`config.mk`:
```
export PLATFORM = sky130hd
export DESIGN_NAME = controlador_venda
export DESIGN_NICKNAME = d
export VERILOG_FILES = /design/src/rtl/controlador_venda.sv
export SDC_FILE = /design/constraint.sdc
export NUM_CORES = 1
export LEC_CHECK = 0
export BUFFER_PORTS_ARGS = -buffer_cell sky130_fd_sc_hd__buf_2
export CORE_AREA = 5 5 65 67
export DETAILED_ROUTE_END_ITERATION = 7
export DIE_AREA = 0 0 70 72
export PLACE_DENSITY = 0.89
export REMOVE_ABC_BUFFERS = 1
export SYNTH_ARGS = -nofsm -noshare
export SYNTH_HDL_FRONTEND = slang
export SYNTH_SLANG_ARGS = --single-unit
export TNS_END_PERCENT = 20
```
`constraint.sdc`:
```
create_clock -name clock -period 3.1 [get_ports clock]
set_input_delay 0 -clock clock [delete_from_list [all_inputs] [get_ports clock]]
set_output_delay 0 -clock clock [all_outputs]
set_load 0.05 [all_outputs]
```
`src/rtl/controlador_venda.sv`:
```
// controlador_venda: vending purchase controller covering price lookup, coin credit,
// dispense with change, and cancel/timeout refund.
module controlador_venda #(
    parameter int TIMEOUT_CICLOS = 1000
) (
    input  logic       clock,
    input  logic       reset,
    input  logic [3:0] codigo_in,
    input  logic       confirma,
    input  logic       moeda_valida,
    input  logic [3:0] moeda_valor,
    input  logic       cancela,
    output logic [3:0] codigo_produto,
    input  logic [3:0] valor_preco,
    input  logic       produto_existe,
    output logic [4:0] credito,
    output logic       libera_produto,
    output logic [4:0] troco,
    output logic       troco_valido,
    output logic       erro_produto,
    output logic       moeda_rejeitada,
    output logic [2:0] estado
);
    typedef enum logic [2:0] {
        OCIOSO        = 3'd0,
        CONSULTA      = 3'd1,
        AGUARDA_MOEDA = 3'd2,
        ENTREGA       = 3'd3,
        DEVOLVE       = 3'd4
    } estado_t;

    localparam int CW = $clog2(TIMEOUT_CICLOS + 1);

    estado_t       estado_q, estado_d;
    logic [3:0]    codigo_q, codigo_d, preco_q, preco_d;
    logic [CW-1:0] cnt_q, cnt_d;
    logic [4:0]    credito_q, credito_d, troco_q, troco_d;
    logic          libera_q, libera_d, tv_q, tv_d, erro_q, erro_d, rej_q, rej_d;
    logic          moeda_ok, aceita;

    assign moeda_ok = moeda_valida && (moeda_valor == 4'd1 || moeda_valor == 4'd2 || moeda_valor == 4'd4);

    always_comb begin
        estado_d  = estado_q;
        codigo_d  = codigo_q;
        preco_d   = preco_q;
        cnt_d     = cnt_q;
        credito_d = credito_q;
        troco_d   = troco_q;
        libera_d  = 1'b0;
        tv_d      = 1'b0;
        erro_d    = 1'b0;
        aceita    = 1'b0;
        case (estado_q)
            OCIOSO: begin
                if (confirma) begin
                    codigo_d = codigo_in;
                    estado_d = CONSULTA;
                end
            end
            CONSULTA: begin
                if (produto_existe) begin
                    preco_d  = valor_preco;
                    cnt_d    = '0;
                    estado_d = AGUARDA_MOEDA;
                end else begin
                    erro_d   = 1'b1;
                    estado_d = OCIOSO;
                end
            end
            AGUARDA_MOEDA: begin
                // Priority: cancel, paid in full, timeout, then coin acceptance
                if (cancela || (credito_q < {1'b0, preco_q} && cnt_q == CW'(TIMEOUT_CICLOS - 1))) begin
                    estado_d  = DEVOLVE;
                    troco_d   = credito_q;
                    tv_d      = 1'b1;
                    credito_d = '0;
                end else if (credito_q >= {1'b0, preco_q}) begin
                    estado_d  = ENTREGA;
                    troco_d   = credito_q - {1'b0, preco_q};
                    tv_d      = 1'b1;
                    libera_d  = 1'b1;
                    credito_d = '0;
                end else if (moeda_ok) begin
                    aceita    = 1'b1;
                    credito_d = credito_q + {1'b0, moeda_valor};
                    cnt_d     = '0;
                end else begin
                    cnt_d = cnt_q + 1'b1;
                end
            end
            default: estado_d = OCIOSO;
        endcase
        rej_d = moeda_valida && !aceita;
    end

    always_ff @(posedge clock) begin
        if (reset) begin
            estado_q  <= OCIOSO;
            codigo_q  <= '0;
            preco_q   <= '0;
            cnt_q     <= '0;
            credito_q <= '0;
            troco_q   <= '0;
            libera_q  <= 1'b0;
            tv_q      <= 1'b0;
            erro_q    <= 1'b0;
            rej_q     <= 1'b0;
        end else begin
            estado_q  <= estado_d;
            codigo_q  <= codigo_d;
            preco_q   <= preco_d;
            cnt_q     <= cnt_d;
            credito_q <= credito_d;
            troco_q   <= troco_d;
            libera_q  <= libera_d;
            tv_q      <= tv_d;
            erro_q    <= erro_d;
            rej_q     <= rej_d;
        end
    end

    assign codigo_produto  = codigo_q;
    assign credito         = credito_q;
    assign libera_produto  = libera_q;
    assign troco           = troco_q;
    assign troco_valido    = tv_q;
    assign erro_produto    = erro_q;
    assign moeda_rejeitada = rej_q;
    assign estado          = estado_q;
endmodule

```
==> summary.md <==
| Metric | Value |
|---|---|
| # IOs | `39` |
| Sequential fraction of the synthesis area | `0.374` |
| Vias | `1812` |
| Worst Path Required | `3.38 ns` |
| Total GRT Usage | `0.188` |
| Hpwl dp | `3.27 mm` |
| Post-CTS Setup Bufs | `0` |
| Final hold violations | `0` |
| CTS Buffer Depth | `2` |
| Worst Setup Start Kind | `flop` |
| Clk pwr share | `0.375` |
| CP Max Fanout | `5` |
| Initial DRC Count | `101` |
| GPL Wtd Cong | `0.824` |
| Post-Syn Instances | `216` |
| Pre-CTS WS | `0.696 ns` |
| Root Buffer | `clkbuf_4` |
| TritonRoute pass-1 iters | `4` |
| Final wirelength | `4.71 mm` |
| Synth warn | `0` |
| Vias in the first global route | `1776` |
| Max-cap violations | `0` |
| CORE AREA | `0.00358 mm^2` |
| Largest net degree at the start of global routing | `24` |
| Post-synth top area share | `0.374` |
| FF-to-FF Start | `credito[2]$_SDFFE_PP0P_` |
| Sw frac | `0.267` |
| Reg2Reg Capture Point | `credito[2]$_SDFFE_PP0P_` |
| Final setup vio count | `0` |
| Crit path capture | `credito[2]$_SDFFE_PP0P_` |
| Final TNS setup | `0 ns` |
| Most numerous cell in the Yosys netlist | `dfxtp_1` |
| Synth unique cells | `46` |
| Die Wd | `70 um` |
| Max Freq | `0.405 GHz` |
| Rel. slew slack | `0.501` |
| Final core utilization | `0.643` |
| Post-DRT Antenna Nets | `0` |
| Syn Area/Cell | `8.68 um^2` |
| Global route overflow | `0` |
| Clock buffer count from CTS | `5` |
| Synth top area cells | `dfxtp_1 (37%), ha_1 (6.0%), a31oi_1 (5.7%), mux2i_1 (4.8%), nand2_1 (4.4%)` |
| Yosys top cell by area | `dfxtp_1` |
| Asr flop ratio synth | `0` |
| Nets | `295` |
| # DRC | `0` |
| Placed cell area | `0.00210 mm^2` |
| Share of power burned in registers | `0.488` |
| Final min period | `2.47 ns` |
| CTS sink count | `35` |
| Pins over their slew limit | `0` |
| Top FF cell, synth | `dfxtp_1` |
| Port Buffers | `38` |
| RSZ-0062 raised after global routing | `false` |
| Crit path from | `credito[2]$_SDFFE_PP0P_` |
| R2r worst-path depth | `6` |
| Fin worst setup slack | `0.632 ns` |
| R2R Setup Slk | `0.63 ns` |
| CP Capture Type | `flop` |
| P_sw | `254 uW` |
| Layout cells sized above 1 | `0.217` |
| Worst Tran Pin Value | `0.745 ns` |
| Worst Hold Class | `input pin to flop` |
| Power consumption | `953 uW` |
| Leak Pwr | `0.000984 uW` |
| Comb power frac | `0.137` |
| Clk_lat worst skew | `0.35 ns` |
| Max Clock Skew | `0.0140 ns` |
| Cell Area, Synth | `0.00188 mm^2` |
| Worst-path clk slew | `0.12 ns` |
| Crit path kind | `flop to flop` |
| Initial Util | `0.524` |
| Die Y | `72 um` |
| Status | `finished clean` |
| Pwr dens | `414 mW/mm^2` |
| H-tree levels | `2` |
| DR WL/cell | `15.0 um` |
| Row cnt | `22` |
| IR drop worst, VDD | `0.292 mV` |
| Ratio of final minimum period to clock period | `0.796` |
| DR vias/cell | `5.75` |
| Fin area | `0.00230 mm^2` |
| Initial antenna violation count | `0` |
| Critical Path AT | `2.75 ns` |
| N_diodes | `0` |
| Area grow syn2layout | `22.7%` |
| EDFF count, synth | `0` |
| Post-synthesis register bit count | `35` |
| Synth cell count leaders | `dfxtp_1 (35), nand2_1 (22), a31oi_1 (17)` |
| DIE AREA | `0.00504 mm^2` |
| CTS tree | `yes` |
| Post_cts resized | `0` |
| Global-route wire length before repair | `7.73 mm` |
| Hold buffers post-CTS | `12` |
| P_int | `699 uW` |
==> cells in the final DEF, fill, tap and decap left out, types with 2 or more instances in the layout <==
master and count:
buf_2 38, dfxtp_1 35, nand2_1 22, a31oi_1 17, a21oi_1 14, inv_1 13
nor2_1 12, dlygate4sd3_1 12, o21ai_0 9, mux2i_1 9, ha_1 9, nand3_1 7
nor3_1 7, nand4_1 5, clkbuf_4 5, and3_1 4, a21o_1 4, nor2b_1 2
o31a_1 2, nor4_1 2, or4_4 2, nor3_2 2, xor2_1 2, xnor2_1 2
nand4b_1 2, o211ai_1 2, nand2b_1 2, fa_1 2, buf_4 2
==> routing by layer <==
| metal | vias up | track usage | wire, um |
|---|---|---|---|
| li1 | 897 | - | - |
| met1 | 859 | 0.205 | 1910 |
| met2 | 49 | 0.352 | 2480 |
| met3 | 7 | 0.0485 | 265 |
| met4 | 0 | 0.0681 | 58 |
| met5 | - | 0 | 0 |
==> through the flow <==
step,cells,hold slack (ns)
floorplan,207,0.0691
global placement,295,0.191
detailed placement,295,0.197
CTS,315,0.0477
global route,315,0.0664
finish,315,0.0538
==> worst min path at each step <==
stage / end / depth (start not counted) / slack [ns] / from
after CTS: codigo_produto[3]$_SDFFE_PP0P_ / 2 / 0.05 / reset
after floorplan: credito[0]$_SDFFE_PP0P_ / 1 / 0.07 / reset
after global routing: codigo_produto[1]$_SDFFE_PP0P_ / 2 / 0.07 / reset
after global placement: erro_produto$_SDFF_PP0_ / 2 / 0.19 / produto_existe
final: codigo_produto[0]$_SDFFE_PP0P_ / 2 / 0.05 / reset
after detailed placement: erro_produto$_SDFF_PP0_ / 2 / 0.20 / produto_existe
==> registers in the layout, summed over array words and instances (netlist names) <==
register,count
moeda_rejeitada,1
erro_produto,1
codigo_produto,4
troco_valido,1
credito,5
cnt_q,10
estado,3
troco,5
libera_produto,1
preco_q,4
==> power groups by stage <==
stage | registers, uW | clock network [uW] | logic [uW]
6_report | 465 | 358 | 131
5_1_grt | 466 | 376 | 140
4_1_cts | 465 | 356 | 129
3_5_place_dp | 475 | 0 | 117
3_3_place_gp | 474 | 0 | 114
2_1_floorplan | 499 | 0 | 53.7
==> cell type report <==
cell class,instances,area (um^2)
inverter,13,48.8
clock buffer,6,51.3
multi-input combinational,159,1080
clock inverter,2,35.0
sequential,35,701
timing repair buffer,52,325
fill,295,1280
tap,48,60.1
==> cells by family after synthesis <==
group / share of synthesized area
flip-flops: 0.374
buffers and inverters: 0.0500
multiplexers: 0.0480
adder cells (fa/ha/maj): 0.0814
XOR/XNOR: 0.0187
AO/OA/AOI/OAI: 0.197
AND/OR/NAND/NOR: 0.231
==> worst max-delay path, cell delays in order, from the launching register on <==
cell and delay [ns]:
dfxtp_1 0.44, ha_1 0.33, and4_1 0.23, or4_4 0.44
o41ai_1 0.67, nand2_1 0.15, a21oi_1 0.14
Power figures use the tool's default switching activity.
